===== config.mk =====
export PLATFORM = sky130hd
export DESIGN_NAME = mmio_uart_tx
export DESIGN_NICKNAME = d
export VERILOG_FILES = /design/src/rtl/mmio_uart_tx.sv
export SDC_FILE = /design/constraint.sdc
export NUM_CORES = 1
export LEC_CHECK = 0
export CORE_ASPECT_RATIO = 0.75
export CORE_MARGIN = 2
export CORE_UTILIZATION = 56
export CTS_CLUSTER_DIAMETER = 100
export CTS_CLUSTER_SIZE = 25
export DETAILED_ROUTE_END_ITERATION = 16
export PLACE_DENSITY = 0.79
export SYNTH_ARGS = -nofsm -noshare
export SYNTH_HDL_FRONTEND = slang
export SYNTH_SLANG_ARGS = --single-unit

===== constraint.sdc =====
create_clock -name clk -period 4.2 [get_ports clk]
set_input_delay 0.63 -clock clk [delete_from_list [all_inputs] [get_ports clk]]
set_output_delay 0.63 -clock clk [all_outputs]
set_load 0.01 [all_outputs]

===== src/rtl/mmio_uart_tx.sv =====
// Memory-mapped 8N1 serial transmitter at 0x800-0x80F: a byte FIFO fed by core
// stores, drained by a bit-serial shifter with a programmable clocks-per-bit divisor.
module mmio_uart_tx #(
  parameter int FIFO_DEPTH  = 8,
  parameter int DIV_WIDTH   = 16,
  parameter int DEFAULT_DIV = 16
) (
  input  logic        clk,
  input  logic        reset,
  input  logic [31:0] address,
  input  logic [31:0] data_in,
  input  logic        we,
  output logic [31:0] data_out,
  output logic        sel,
  output logic        tx
);

  localparam int AW = $clog2(FIFO_DEPTH);
  localparam int CW = AW + 1;

  typedef enum logic [1:0] {IDLE, START, DATA, STOP} state_t;

  state_t                 state, state_n;
  logic [7:0]             mem [FIFO_DEPTH];
  logic [AW-1:0]          wptr, rptr;
  logic [CW-1:0]          count;
  logic                   overflow;
  logic [DIV_WIDTH-1:0]   div, div_l, cyc;
  logic [2:0]             bitn;
  logic [7:0]             shift;
  logic                   prev_wr;
  logic [31:0]            prev_addr;
  logic                   wr, fire, push_req, push, pop;
  logic                   full, empty, busy, bit_end;
  logic [1:0]             reg_sel;
  logic                   unused_ok;

  assign sel      = (address[31:4] == 28'h0000080);
  assign wr       = sel & we;
  // A write held across cycles at one address acts only on its first cycle.
  assign fire     = wr & ~(prev_wr & (prev_addr == address));
  assign reg_sel  = address[3:2];
  assign full     = (count == CW'(FIFO_DEPTH));
  assign empty    = (count == '0);
  assign busy     = (state != IDLE);
  assign push_req = fire & (reg_sel == 2'd0);
  assign push     = push_req & ~full;
  assign bit_end  = (cyc == div_l - DIV_WIDTH'(1));
  assign unused_ok = &{1'b0, address[1:0], data_in};

  always_comb begin
    state_n = state;
    pop     = 1'b0;
    tx      = 1'b1;
    case (state)
      IDLE: begin
        if (!empty) begin
          pop     = 1'b1;
          state_n = START;
        end
      end
      START: begin
        tx = 1'b0;
        if (bit_end) state_n = DATA;
      end
      DATA: begin
        tx = shift[0];
        if (bit_end && bitn == 3'd7) state_n = STOP;
      end
      STOP: begin
        if (bit_end) begin
          if (!empty) begin
            pop     = 1'b1;
            state_n = START;
          end else begin
            state_n = IDLE;
          end
        end
      end
      default: state_n = IDLE;
    endcase
  end

  always_comb begin
    data_out = '0;
    if (sel) begin
      case (reg_sel)
        2'd1:    data_out = {28'b0, overflow, busy, empty, full};
        2'd2:    data_out[DIV_WIDTH-1:0] = div;
        2'd3:    data_out[CW-1:0] = count;
        default: data_out = '0;
      endcase
    end
  end

  // Control state: FSM, bit timing, FIFO pointers and registers.
  always_ff @(posedge clk) begin
    if (reset) begin
      state     <= IDLE;
      cyc       <= '0;
      bitn      <= '0;
      div_l     <= DIV_WIDTH'(1);
      wptr      <= '0;
      rptr      <= '0;
      count     <= '0;
      overflow  <= 1'b0;
      div       <= DIV_WIDTH'(DEFAULT_DIV);
      prev_wr   <= 1'b0;
      prev_addr <= '0;
    end else begin
      state     <= state_n;
      prev_wr   <= wr;
      prev_addr <= address;
      if (pop) begin
        div_l <= (div == '0) ? DIV_WIDTH'(1) : div;
        cyc   <= '0;
        bitn  <= '0;
        rptr  <= rptr + AW'(1);
      end else if (state != IDLE) begin
        if (bit_end) begin
          cyc <= '0;
          if (state == DATA) bitn <= bitn + 3'd1;
        end else begin
          cyc <= cyc + DIV_WIDTH'(1);
        end
      end
      if (push) wptr <= wptr + AW'(1);
      case ({push, pop})
        2'b10:   count <= count + CW'(1);
        2'b01:   count <= count - CW'(1);
        default: count <= count;
      endcase
      if (push_req && full) overflow <= 1'b1;
      else if (fire && reg_sel == 2'd1 && data_in[3]) overflow <= 1'b0;
      if (fire && reg_sel == 2'd2) div <= data_in[DIV_WIDTH-1:0];
    end
  end

  // Datapath: FIFO storage and shift register.
  always_ff @(posedge clk) begin
    if (push) mem[wptr] <= data_in[7:0];
    if (pop) shift <= mem[rptr];
    else if (state == DATA && bit_end) shift <= {1'b0, shift[7:1]};
  end

endmodule

* Word level (Yosys, flattened, before mapping) *
Memory sizes are Yosys's and may differ from the RTL's. A register that Yosys moved wholly into a read port is not among the register bits.
Cells that the tools add are included.

cells by class
  $add $sub $neg = 7
  equal/unequal tests = 17
  mux-type cells = 24
  bitwise logic cells = 7
  reductions and logical operators = 17

operators with widths
  kind                     count
  $mux W16                 3
  $eq A32 B32 Y1           1
  $eq A28 B8 Y1 const B    1
  $add A16 B1 Y16 const B  1
  $eq A16 B16 Y1           1
  $logic_not A16 Y1        1
  $mux W8                  2
  $sub A16 B1 Y16 const B  1
  $mux W12                 1
  $pmux W4 S3              1
  $eq A2 B2 Y1 const B     5
  $add A3 B1 Y3 const B    3
  $mux W2                  4
  $ne A2 B2 Y1 const B     4
  $pmux W2 S4              1
  $pmux W4 S2              1
  $reduce_bool A2 Y1       4
  $mux W1                  7
  $eq A2 B1 Y1 const B     3
  $logic_and A1 B1 Y1      6
  $mux W3                  2
  $and A1 B1 Y1            5
  $add A4 B1 Y4 const B    1
  $eq A4 B4 Y1 const B     1
  9 further kinds          12

word-level totals
  register bits = 105
  memory bits (writable) = 64
  input port bits = 67
  output and inout bits = 34
  logic and storage cells = 85
  memories kept = 1

memories
  memory  words  width  rd ports  clocked after Yosys merged registers in  write ports  RTL line  RTL
  mem     8      8      1         1                                        1            24        logic [7:0] mem [FIFO_DEPTH];

* Logic depth before layout (Yosys ltp) *
Gate-level depths: netlist of the first run.

  word-level depth = 8
  gate-level depth with buffers = 16
  mapped depth without buffers = 16

* Worst setup path before layout of the first run *
OpenSTA, ideal clock, no wires.

  kind = flip-flop to flip-flop
  start point = register div_l[0]
  end point = register count[2]
  library setup time = 70 ps
  data arrival time = 3697 ps
  slack = 432 ps
  stages on the path, launching flop included = 17
  period minus slack after synthesis = 3768 ps
  cells stage by stage = dfxtp_1 inv_1 ha_1 nor4b_4 nand2_2 xor2_1 a2111o_1 o41ai_4 nand2_2 inv_1 ha_1 xor2_1 ha_1 a21oi_1 xor2_1 or3_1 a21oi_1

between the ends
  longest elaborated chain between the ends = 6

ends and longest elaborated chain
  what                                                      RTL line  RTL
  start, declared                                           28        logic [DIV_WIDTH-1:0] div, div_l, cyc;
  start signal, assigned                                    115       div_l <= (div == '0) ? DIV_WIDTH'(1) : div;
  $sub A16 B1 Y16 *                                         48        assign bit_end = (cyc == div_l - DIV_WIDTH'(1));
  $eq A16 B16 Y1 *                                          48
  $mux W1 *                                                 71        if (bit_end) begin
  $pmux W1 S2 *                                             55        case (state)
  $eq A2 B1 Y1 / $eq A2 B2 Y1 (equally long branches)       128       case ({push, pop})
  $pmux W4 S2 / $reduce_bool A2 Y1 (equally long branches)  n/a
  end signal, assigned                                      129       2'b10: count <= count + CW'(1);
  end signal, assigned                                      130       2'b01: count <= count - CW'(1);
  end signal, assigned                                      131       default: count <= count;
  end, declared                                             26        logic [CW-1:0] count;

Mark *: on every way between the ends. The rest lies on a longest branch, timed or not.
A chain may end at the register's enable or synchronous reset.

* Worst setup path after layout of the first run *
Same ends and word-level chain as after synthesis.

==> results_dict.tcl, run 1 <==
set metrics [dict create \
    run_status "completed" \
    postCtsSetupBuffers 0 \
    synth_cells 694 \
    timing.critical_path.max_delay_family "compound AO/OA/AOI/OAI gates" \
    final.setup.worst_slack_ns 0.279 \
    cp_slowest_cell "a2111o_1" \
    worst-path-buf-inv 2 \
    post_synthesis_simple_gate_area_fraction_pct 17.0 \
    timing.hold.worst_endpoint "div_l[9]$_SDFFE_PP0N_" \
    tritoncts "done" \
    yosysUniqueCellTypes 61 \
    fin_nets 842 \
    initialDrtViolationCount 523 \
    slew-limit-headroom_pct 26.7 \
    preCtsSetupSlack_ns 0.328 \
    layout.filler_cells 969 \
    cts_hold_buf 0 \
    synth_top_family_by_area "simple AND/OR/NAND/NOR gates" \
    postRouteWirelength_um 17100 \
    clock-root-buffer "clkbuf_16" \
    port_buffers 68 \
    worst-r2r-setup-slack_ns 0.28 \
    drt-vias-per-instance 5.91 \
    cts_made_buffers 17 \
    initial_utilization_pct 57.8 \
    grt_first_pass_wirelength_um 27400 \
    maxUsedRoutingLayer "met4" \
    finalSetupViolations 0 \
    synth-async-reset-ratio_pct 0 \
    synth_seq_cells 172 \
    synth_compound_area_share_pct 7.60 \
    max_root_sink_buffers 2 \
    layout-area-overhead-vs-synth_pct 17.9 \
    crit_type "reg2reg" \
    core_region_area_sq_um 13800 \
    die_area_sq_um 15300 \
    worst-endpoint-required_ns 4.55 \
    synth_area_leader_cell "edfxtp_1" \
    synth_enable_flop_cells 72 \
    utilization_pct 68.1 \
    finClkSkew_ns 0.0116 \
    portion_of_netlist_area_occupied_by_mux_cells_pct 9.25 \
    maxCapViolations 0 \
    post-route-drc-count 0 \
    worst_hold_startpoint "div[9]$_SDFFE_PP0P_" \
    grt_start_max_net_pins 49 \
    synthFlopType "dfxtp_1" \
    antenna_found_initial 0 \
    worstSetupStartpoint "div_l[0]$_SDFFE_PP1N_" \
    tns_ns 0 \
    worstSetupStartpointType "flip-flop" \
    place_congestion 0.890 \
    met2_wirelength_um 7900 \
    h-tree-depth 4 \
    place.detailed.hpwl_um 12200 \
    wl_met3_um 935 \
    floorplan.rows 37 \
    adder_cell_share_of_the_synthesized_area_pct 2.19 \
    worst_hold_path_type "reg2reg" \
    insertion_delay_ns 0.42 \
    p_leak_nw 3.35 \
    numClockSinks 172 \
    vdd_drop_max_mv 0.275 \
    track_usage_pct 23.2 \
    route.vias.total 5605 \
    synthXorXnorAreaFrac_pct 8.10 \
    timing_max_transition_violations_final 0 \
    floorplan.die.height_um 108 \
    worstPathMaxFanout 5 \
    design.portCount 101 \
    fp.dieW_um 142 \
    wire_per_inst_um 18.0 \
    power_density_over_the_cells_nw_per_um2 396 \
    rsz_0062_raised_after_global_routing "false" \
    max_clock_freq_mhz 255 \
    first_pass_iteration_count_of_the_detailed_router 4 \
    most-common-layout-cells "dfxtp_1, edfxtp_1, clkdlybuf4s50_1" \
    final_period_minus_worst_setup_slack_ns 3.92 \
    cts-resized-gates 0 \
    n_antenna_cell 0 \
    yosys-top-cells-area "edfxtp_1, dfxtp_1, xnor2_1" \
    number_of_global_route_vias_before_repair 5282 \
    worst-slew-pin-transition_ns 1.10 \
    final.period_utilization_pct 93.4 \
    delay_of_the_slowest_cell_on_the_worst_path_ns 0.52 \
    netlist_area_sq_um 8000 \
    syn_area_per_cell_sq_um 11.5 \
    post_route_cells_drive_above_1_share_pct 12.1 \
    clk_transition_reported_paths_ns 0.07 \
    post_detailed_route_count_of_antenna_violating_nets 0 \
    timing.rr.end "count[2]$_SDFFE_PP0P_" \
    grt-ovfl-total 0 \
    synth_warnings 0 \
    proportion_of_netlist_area_held_by_the_largest_area_contributor_pct 27.0 \
    wirelength_met1_um 8010 \
    synth_sequential_area_ratio_pct 52.0 \
    cp.arrival_ns 4.27 \
    layout_commonest_cell "dfxtp_1" \
    crit_path_end_kind "flip-flop" \
    timing_hold_violations_final 0 \
    min_delay_path_depth 2 \
    ff2ff_path_depth 16 \
    critical_path.cell_chain "inv_1 > ha_1 > nor4b_4 > nand2_2 > xor2_1 > a2111o_1 > o41ai_4 > nand2_2 > inv_1 > ha_1 > xor2_1 > ha_1 > a21oi_1 > xor2_1 > or3_1 > a21oi_1" \
    r2r_start "div_l[0]$_SDFFE_PP1N_" \
]
[cell type report]
cell class | count | area [sq um] | share of cell area [%]
clock buffer | 22 | 508 | 5.39
clock inverter | 10 | 111 | 1.18
timing repair buffer | 82 | 781 | 8.28
multi-input combinational | 475 | 3600 | 38.2
sequential | 172 | 4160 | 44.1
tap | 175 | 219 | 2.32
inverter | 13 | 48.8 | 0.517
[layer usage]
layer  up-vias  track usage, %
met3        20            4.40
met2       183            35.7
met1      2760            33.6
met4         0            6.86
met5         -               0
li1       2642               -
[synth_stat cells (all sizes together), types with 22 or more instances]
cell type and number:
buf 25, clkbuf 24, dfxtp 100, edfxtp 72, nand2 23, nor2 52, nor2b 40, nor4 22
xnor2 46, xor2 28
[state kept, by name, summed over array words and instances, names as in the netlist, named ones only]
signal and flops:
div_l 16, count 4, rptr 3, wptr 3
div 16, overflow 1, mem 64, cyc 16
prev_addr 32, shift 8, prev_wr 1, state 2
bitn 3
[metrics by stage]
stage / power, mW / hold slack [ns] / area (sq um) / instances
floorplan: 2.03 / 0.464 / 8060 / 709
global placement: 2.14 / 0.487 / 8810 / 917
detailed placement: 2.15 / 0.489 / 8810 / 917
CTS: 3.75 / 0.503 / 9430 / 949
global route: 3.87 / 0.549 / 9430 / 949
finish: 3.74 / 0.503 / 9430 / 949
[kinds of logic after synthesis]
family,Yosys count
buf+inv,62
other cells,1
mux,52
simple gates,235
compound gates,84
flops,172
xor+xnor,74
fa+ha+maj,14
[worst min-delay path, delay by kind of cell, from the launching register on]
family / cells / cell delay, ns
simple gates: 1 / 0.07
flops: 1 / 0.33
compound gates: 1 / 0.05
[worst max path at each step]
stage	to	slack [ns]	depth (start not counted)
2_1_floorplan	count[2]$_SDFFE_PP0P_	0.43	16
3_5_place_dp	count[2]$_SDFFE_PP0P_	0.33	16
6_report	count[2]$_SDFFE_PP0P_	0.28	16
3_3_place_gp	count[2]$_SDFFE_PP0P_	0.41	13
5_1_grt	count[2]$_SDFFE_PP0P_	0.01	16
4_1_cts	count[2]$_SDFFE_PP0P_	0.30	16
[report_power, final]
group          internal, mW  leakage (nW)  switching (mW)
Sequential             1.76          1.46          0.0210
Combinational         0.139          1.58           0.199
Clock                 0.944         0.306           0.668
Power figures use the tool's default switching activity.
==> inputs of run 2 (changes only) <==
Settings changed: ABC_AREA from default to 1.
==> run 2 against run 1 <==
Fmax rose by 10%. Area after synthesis rose by 8.0%. Final cell count grew 43%. Final area grew 6.7%. Routed wire length grew 18%. Utilization decreased by 1.8 points. Hold slack worse by 0.034 ns. Clock skew fell by 0.0013 ns. Highest routed layer unchanged.
==> results_dict.tcl, run 2 <==
set metrics [dict create \
    grt_first_pass_wirelength_um 33200 \
    report.power.total_mw 5.41 \
    worst_hold_startpoint "bitn[1]$_SDFFE_PP0P_" \
    wire_per_inst_um 14.9 \
    finalSetupViolations 0 \
    worst_hold_path_type "reg2reg" \
    timing.rr.end "count[3]$_SDFFE_PP0P_" \
    rsz_0062_raised_after_global_routing "false" \
    post-route-drc-count 0 \
    final_period_minus_worst_setup_slack_ns 3.56 \
    cts_made_buffers 17 \
    sequential_cell_area_sq_um 4160 \
    clk_transition_reported_paths_ns 0.06 \
    synthFlopType "dfxtp_1" \
    fin_nets 1219 \
    layout-area-overhead-vs-synth_pct 16.5 \
    number_of_global_route_vias_before_repair 6774 \
    floorplan.rows 39 \
    syn_area_per_cell_sq_um 8.06 \
    min_delay_path_depth 2 \
    power.internal_mw 3.38 \
    post_detailed_route_count_of_antenna_violating_nets 0 \
    drt-vias-per-instance 5.38 \
    insertion_delay_ns 0.44 \
    port_buffers 68 \
    area_of_the_multi_input_gates_sq_um 3770 \
    power_frac_seq_pct 37.1 \
    power_density_over_the_cells_nw_per_um2 537 \
    commonest_cells_in_the_synthesized_netlist "nand2_1, nor2_1, inv_1" \
    layout_top_registers "mem: 64 flops, prev_addr: 32 flops" \
    n_antenna_cell 0 \
    p_switching_mw 2.02 \
    synth_seq_cells 172 \
    worstSetupStartpointType "input port" \
    largest_register_ff_count 64 \
    postCtsSetupBuffers 0 \
    initialDrtViolationCount 762 \
    tritoncts "done" \
    place_congestion 0.906 \
    numClockSinks 172 \
    first_pass_iteration_count_of_the_detailed_router 5 \
    cp.arrival_ns 2.93 \
    grt_start_max_net_pins 56 \
    yosys-top-cells-area "edfxtp_1, dfxtp_1, nand2_1" \
    route.vias.total 7295 \
    post_route_cells_drive_above_1_share_pct 8.17 \
    track_usage_pct 25.4 \
    place.detailed.hpwl_um 14000 \
    synth_cells 1072 \
    cts_hold_buf 0 \
    fp.dieW_um 147 \
    utilization_pct 66.3 \
    synth_area_leader_cell "edfxtp_1" \
    worst_hold_slack_ns 0.469 \
    power.share.combinational_pct 33.2 \
    proportion_of_netlist_area_held_by_the_largest_area_contributor_pct 25.0 \
    die_area_sq_um 16500 \
    worst-endpoint-required_ns 3.57 \
    crit_type "in2out" \
    synth_warnings 0 \
    run_status "completed" \
    placed_area_sq_um 9460 \
    timing.hold.worst_endpoint "bitn[1]$_SDFFE_PP0P_" \
    timing_max_transition_violations_final 0 \
    vdd_drop_max_mv 0.353 \
    max_clock_freq_mhz 281 \
    netlist_area_sq_um 8640 \
    clock-root-buffer "clkbuf_16" \
    slew-limit-headroom_pct 28.3 \
    netSwitchingFraction_pct 37.4 \
    grt-ovfl-total 0 \
    synth_sequential_area_ratio_pct 48.2 \
    worst-slew-pin-transition_ns 1.07 \
    fin_area_sq_um 10100 \
    final.period_utilization_pct 84.8 \
    synth-async-reset-ratio_pct 0 \
    ff2ff_path_depth 21 \
    h-tree-depth 4 \
    yosysUniqueCellTypes 44 \
    most-common-layout-cells "nand2_1, nor2_1, inv_1" \
    clock_power_share_pct 29.7 \
    max_root_sink_buffers 2 \
    initial_utilization_pct 56.9 \
    layout.filler_cells 1246 \
    synth_enable_flop_cells 72 \
    cts-resized-gates 0 \
    layout_commonest_cell "nand2_1" \
    maxCapViolations 0 \
    yosys.cell_count.top_type "nand2_1" \
    finClkSkew_ns 0.0103 \
    largest-register "mem" \
    worstPathMaxFanout 17 \
    r2r_start "div_l[0]$_SDFFE_PP1N_" \
    postRouteWirelength_um 20200 \
    design.portCount 101 \
    tns_ns 0 \
    antenna_found_initial 0 \
    worst-r2r-setup-slack_ns 0.78 \
    timing_hold_violations_final 0 \
    floorplan.die.height_um 112 \
    crit_path_end_kind "output pin" \
    p_leak_nw 4.10 \
    core_region_area_sq_um 15200 \
]
## run 2: cell types whose count changed after synthesis, sizes merged, moves of 20 or more
cell and change:
inv +110, a21oi +21, nor2b -40, o21ai +24
nor3 +20, nor2 +87, xnor2 -38, nand3 +67
nand2 +223
## run 2: logic make-up after synthesis
kind of cell	after synthesis	synth area share (%)
compound gates	104	7.07
buf+inv	177	8.79
other cells	1	0.0434
mux	7	0.811
flops	172	48.2
simple gates	556	28.9
fa+ha+maj	14	2.03
xor+xnor	41	4.16
## run 2: through the flow
step                std cells  setup slack (ns)
floorplan                1087              1.34
global placement         1324             0.663
CTS                      1356             0.627
detailed placement       1324             0.686
finish                   1356             0.640
global route             1356             0.376
## run 2: metal layers
layer | GRT usage [%] | share of wire, % | wire, um
met2 | 38.7 | 44 | 8850
met4 | 8.14 | 1.5 | 300
met3 | 4.43 | 6.8 | 1370
met1 | 37.2 | 48 | 9670
met5 | 0 | 0 | 0
## run 2: worst max-delay path by stage
stage | from | to | slack, ns
CTS | address[27] | data_out[6] | 0.63
floorplan | address[9] | count[3]$_SDFFE_PP0P_ | 1.34
global route | div_l[0]$_SDFFE_PP1N_ | count[3]$_SDFFE_PP0P_ | 0.38
finish | address[27] | data_out[6] | 0.64
global placement | address[31] | data_out[2] | 0.66
detailed placement | address[27] | data_out[2] | 0.69
## run 2: power groups by stage
stage | clock, mW | sequential [mW] | combinational [mW]
after detailed placement | 0 | 2.04 | 1.75
after global routing | 1.69 | 2.02 | 2.03
after global placement | 0 | 2.03 | 1.71
after CTS | 1.62 | 2.00 | 1.78
final | 1.61 | 2.00 | 1.80
after floorplan | 0 | 2.00 | 1.42
## run 2: layout make-up
class	count	area share (%)
Sequential cell	172	41.4
Multi-Input combinational cell	738	37.5
Clock inverter	14	1.77
Timing Repair Buffer	84	7.91
Inverter	125	4.66
Clock buffer	18	4.26
Tap cell	205	2.55
## run 2: worst max-delay path: stages
cell and delay [ns]:
clkdlybuf4s50_1 0.39, inv_1 0.15, nand4_1 0.14, nor3_1 0.45, nand2_1 0.18, buf_4 0.22, nor3_1 0.19, clkdlybuf4s50_1 0.58
==> inputs of run 3 (changes only) <==
Clock period 4.2 ns to 3.5 ns, I/O delays scaled along.
==> run 3 against run 2 <==
Count of clock-buffer cells in the layout is 1 lower. Register-to-register slack got worse by 0.54 ns. Global-route usage grew 0.40 points. Combinational power grew 23%. Sequential cell count unchanged. Die area is the same. Clock power increased by 17%. Power grew 21%. Final area increased by 0.26%. Critical endpoint is now data_out[0].
==> results_dict.tcl, run 3 (synthesized netlist as in run 2, its figures left out) <==
set metrics [dict create \
    cts_made_buffers 17 \
    clk_transition_reported_paths_ns 0.07 \
    worst_hold_slack_ns 0.471 \
    r2r_start "div_l[0]$_SDFFE_PP1N_" \
    worst_hold_startpoint "bitn[1]$_SDFFE_PP0P_" \
    worstSetupStartpointType "input port" \
    timing.rr.end "count[3]$_SDFFE_PP0P_" \
    h-tree-depth 4 \
    vdd_drop_max_mv 0.431 \
    timing_hold_violations_final 0 \
    finalSetupViolations 0 \
    final_period_minus_worst_setup_slack_ns 3.33 \
    timing.hold.worst_endpoint "bitn[1]$_SDFFE_PP0P_" \
    cp.arrival_ns 2.81 \
    floorplan.die.height_um 112 \
    finClkSkew_ns 0.00987 \
    grt_first_pass_wirelength_um 33700 \
    wirelength_met1_um 9470 \
    place.detailed.hpwl_um 14300 \
    worstPathMaxFanout 17 \
    cts_hold_buf 0 \
    min_delay_path_depth 2 \
    worst-endpoint-required_ns 2.97 \
    p_leak_nw 4.12 \
    largest_register_ff_count 64 \
    design.portCount 101 \
    worst_hold_path_type "reg2reg" \
    core_region_area_sq_um 15200 \
    maxCapViolations 0 \
    ff2ff_path_depth 21 \
    tritoncts "done" \
    first_pass_iteration_count_of_the_detailed_router 6 \
    grt-ovfl-total 0 \
    cts-resized-gates 0 \
    drt-vias-per-instance 5.40 \
    placed_area_sq_um 9500 \
    postRouteWirelength_um 20400 \
    utilization_pct 66.5 \
    met2_wirelength_um 8780 \
    numClockSinks 172 \
    fin_nets 1224 \
    crit_type "in2out" \
    n_antenna_cell 0 \
    number_of_global_route_vias_before_repair 6847 \
    route.vias.total 7346 \
    wl_met3_um 1880 \
    power_density_over_the_cells_nw_per_um2 647 \
    crit_path_end_kind "output pin" \
    layout_commonest_cell "nand2_1" \
    layout_top_registers "mem: 64 flops, prev_addr: 32 flops" \
    antenna_found_initial 0 \
    worst-r2r-setup-slack_ns 0.24 \
    timing_max_transition_violations_final 0 \
    clock-root-buffer "clkbuf_16" \
    post-route-drc-count 0 \
    run_status "completed" \
    place_inst 1329 \
    max_clock_freq_mhz 300 \
    post_route_cells_drive_above_1_share_pct 8.91 \
    most-common-layout-cells "nand2_1, nor2_1, inv_1" \
    fp.dieW_um 147 \
    initialDrtViolationCount 738 \
    insertion_delay_ns 0.44 \
    post_detailed_route_count_of_antenna_violating_nets 0 \
    area_of_the_multi_input_gates_sq_um 3790 \
    track_usage_pct 25.8 \
    layout.filler_cells 1237 \
    grt_start_max_net_pins 56 \
    floorplan.rows 39 \
    slew-limit-headroom_pct 29.2 \
    largest-register "mem" \
    die_area_sq_um 16500 \
    layout-area-overhead-vs-synth_pct 16.8 \
    final.period_utilization_pct 95.2 \
    initial_utilization_pct 56.9 \
    report.power.total_mw 6.53 \
    port_buffers 68 \
    worst-slew-pin-transition_ns 1.06 \
    place_congestion 0.915 \
    finish.cell_count_without_fillers 1361 \
    postCtsSetupBuffers 0 \
    maxUsedRoutingLayer "met4" \
    max_root_sink_buffers 2 \
    wire_per_inst_um 15.0 \
    sequential_cell_area_sq_um 4160 \
    fin_area_sq_um 10100 \
]
-- run 3: changes by cell type in the layout (fill, tap and decap cells not counted) --
cell	before	now
nor2_1	129	128
buf_4	16	21
clkinv_2	0	2
ha_1	14	12
bufinv_16	2	1
ha_2	0	2
clkbuf_1	1	0
nor2_4	2	3
-- run 3: cell type report --
cell class	instances	share of cell area (%)
multi-input cells	738	37.5
clock inverters	15	1.56
inverters	125	4.65
repair buffers	89	8.26
flip-flops and latches	172	41.3
clock buffers	17	4.22
well taps	205	2.54
-- run 3: how the worst max path moves through the flow --
stage	start	endpoint	cells past startpoint
floorplan	div_l[0]$_SDFFE_PP1N_	count[3]$_SDFFE_PP0P_	22
global placement	address[30]	count[3]$_SDFFE_PP0P_	15
detailed placement	address[30]	count[3]$_SDFFE_PP0P_	15
CTS	div_l[0]$_SDFFE_PP1N_	count[3]$_SDFFE_PP0P_	21
global route	div_l[0]$_SDFFE_PP1N_	count[3]$_SDFFE_PP0P_	21
finish	address[14]	data_out[0]	8
-- run 3: report_power, final --
group          switching, mW  internal [mW]  leakage (nW)
Sequential             0.140           2.28          1.47
Clock                  0.874           1.01         0.284
Combinational           1.48          0.738          2.37
Total                   2.50           4.03          4.12
-- run 3: critical path: stages --
cell and delay [ns]:
clkdlybuf4s50_1 0.49, inv_1 0.20, nand4_1 0.18, nor4_1 0.23, nand2_1 0.14, buf_4 0.22
nor3_1 0.21, clkdlybuf4s50_1 0.59
-- run 3: per-stage QoR --
stage                     TNS (ns)  setup WS, ns
after floorplan                  0         0.666
after global placement           0         0.234
after detailed placement         0         0.150
after CTS                        0         0.167
after global routing       -0.0241       -0.0241
final                            0         0.169
-- run 3: metal layers --
metal	vias up	GRT usage, %
met5	-	0
met4	0	6.86
met1	3363	37.5
met3	27	6.89
li1	3649	-
met2	307	38.5
==> edit (flow settings as in run 1) <==
The parameter `FIFO_DEPTH` goes from 8 to 32.
--- a/src/rtl/mmio_uart_tx.sv
+++ b/src/rtl/mmio_uart_tx.sv
@@ -3,3 +3,3 @@
 module mmio_uart_tx #(
-  parameter int FIFO_DEPTH  = 8,
+  parameter int FIFO_DEPTH  = 32,
   parameter int DIV_WIDTH   = 16,
Behaviour: same outputs for any inputs over 4 cycles, from zero or initial values and one cycle with reset high; that may be too few to reach the edited logic, so the function may still have changed.
==> edit against run 1 <==
Sequential cell count up 200; total power up 68%; area after synthesis up 98%; cell area up 91%; critical path depth down 2; critical path type unchanged; clock power up 21%; first-iteration DRC count up 97%; wire length up 100%; clock skew up 0.027 ns; via count up 68%; non-clock buffer count up 79; critical endpoint is now count[5]; worst setup slack worse by 0.073 ns.
==> edit: results (changes against run 1) <==
setup_path:
  slowest_delay_ns: 0.64  # +0.12 ns
  r2r_slack_ns: 0.21  # -0.07 ns
  worst-path-max-fanout: 6  # +1
  worstPathArrival_ns: 4.41  # +0.14 ns
  worstReg2RegStart: "div_l[9]"
  r2r-end: "count[5]"
  crit_path_top_delay_cell: "or4b_2"
  path_delay_family: "simple AND/OR/NAND/NOR gates"
global_routing:
  met3_usage: 0.0503  # +0.00622
  grt_use_total: 0.236  # +0.00361
  gr-usage-met2: 0.361  # +0.00374
  grt_util_met1: 0.354  # +0.0174
  grt_pass1_wl_um: 52400  # +91%
  grt_pass1_vias: 9150  # +73%
yosys:
  yosys-top-cells-count: "edfxtp_1 (264), dfxtp_1 (108), nor2_1 (103)"
  syn_inst: 1073  # +55%
  yosysUniqueCellTypes: 72  # +18%
  synth_compound_area_frac: 0.0369  # -0.0391
  synth_edf_count: 264  # +270%
  synth-seq-area-share: 0.637  # +0.117
  synth_fa_ha_area_frac: 0.0119  # -0.0100
  ys.flop_type: "edfxtp_1"
  ys_top_cells_by_area: "edfxtp_1 (50%), dfxtp_1 (14%), mux4_2 (11%)"
  synthMuxAreaShare: 0.135  # +0.0423
power:
  irDropWorstVdd_uv: 454  # +65%
  pg_comb_uw: 369  # +9.2%
  powerClk_mw: 1.95  # +21%
  p_clk_frac: 0.310  # -0.121
sta:
  hold_ws_ns: 0.521  # +0.0184 ns
  clock_skew_ns: 0.0388  # +0.0272 ns
  period_share: 0.951  # +0.0173
  tightest_slew_ns: 1.44  # +0.337 ns
placement:
  place_area_um2: 17400  # +97%
  dp_slack_ns: -0.136  # -0.464 ns
  dpl.hpwl_um: 23400  # +92%
cts:
  cts_made_buffers: 18  # +1
  clockBufferDepth: 3  # +1
  worst_skew_pair.late_latency_ns: 0.55  # +0.13 ns
final_layout:
  top_regs: "mem (256), prev_addr (32)"
  drive_above_1_share: 0.182  # +0.0609
routing:
  dr.pass1.iters: 5  # +1
  drt-total-wl_um: 34500  # +100%
run_status:
  outcome: "completed"
[edit: cell types whose count changed in the layout (fill, tap and decap cells not counted), sizes merged, moves of 11 or more]
cell / change
buf: +79
edfxtp: +192
mux2: -14
mux2i: +11
mux4: +64
nand2: +23
nor2: +52
[edit: kinds of logic (layout without fill, tap and decap cells)]
| group | count (synthesis) | count (layout) |
|---|---|---|
| DFF | 372 | 372 |
| and+or+nand+nor | 326 | 326 |
| muxes | 113 | 113 |
| buffers and inverters | 89 | 213 |
| AOI/OAI and AO/OA | 80 | 80 |
| xor gates and xnor gates | 77 | 77 |
| adders and majority gates | 15 | 15 |
| other | 1 | 16 |
[edit: layout make-up]
type | instances | area, um^2
tap | 385 | 482
clock inverter | 2 | 35.0
clock buffer | 30 | 495
multi-input combinational | 627 | 5430
fill | 2002 | 9910
timing repair buffer | 161 | 1390
inverter | 20 | 75.1
sequential | 372 | 10100
[edit: layer usage]
metal	vias to the layer above	wire length, um
met1	4712	15000
met2	401	15800
met3	43	3220
met5	-	0
li1	4260	-
met4	0	584
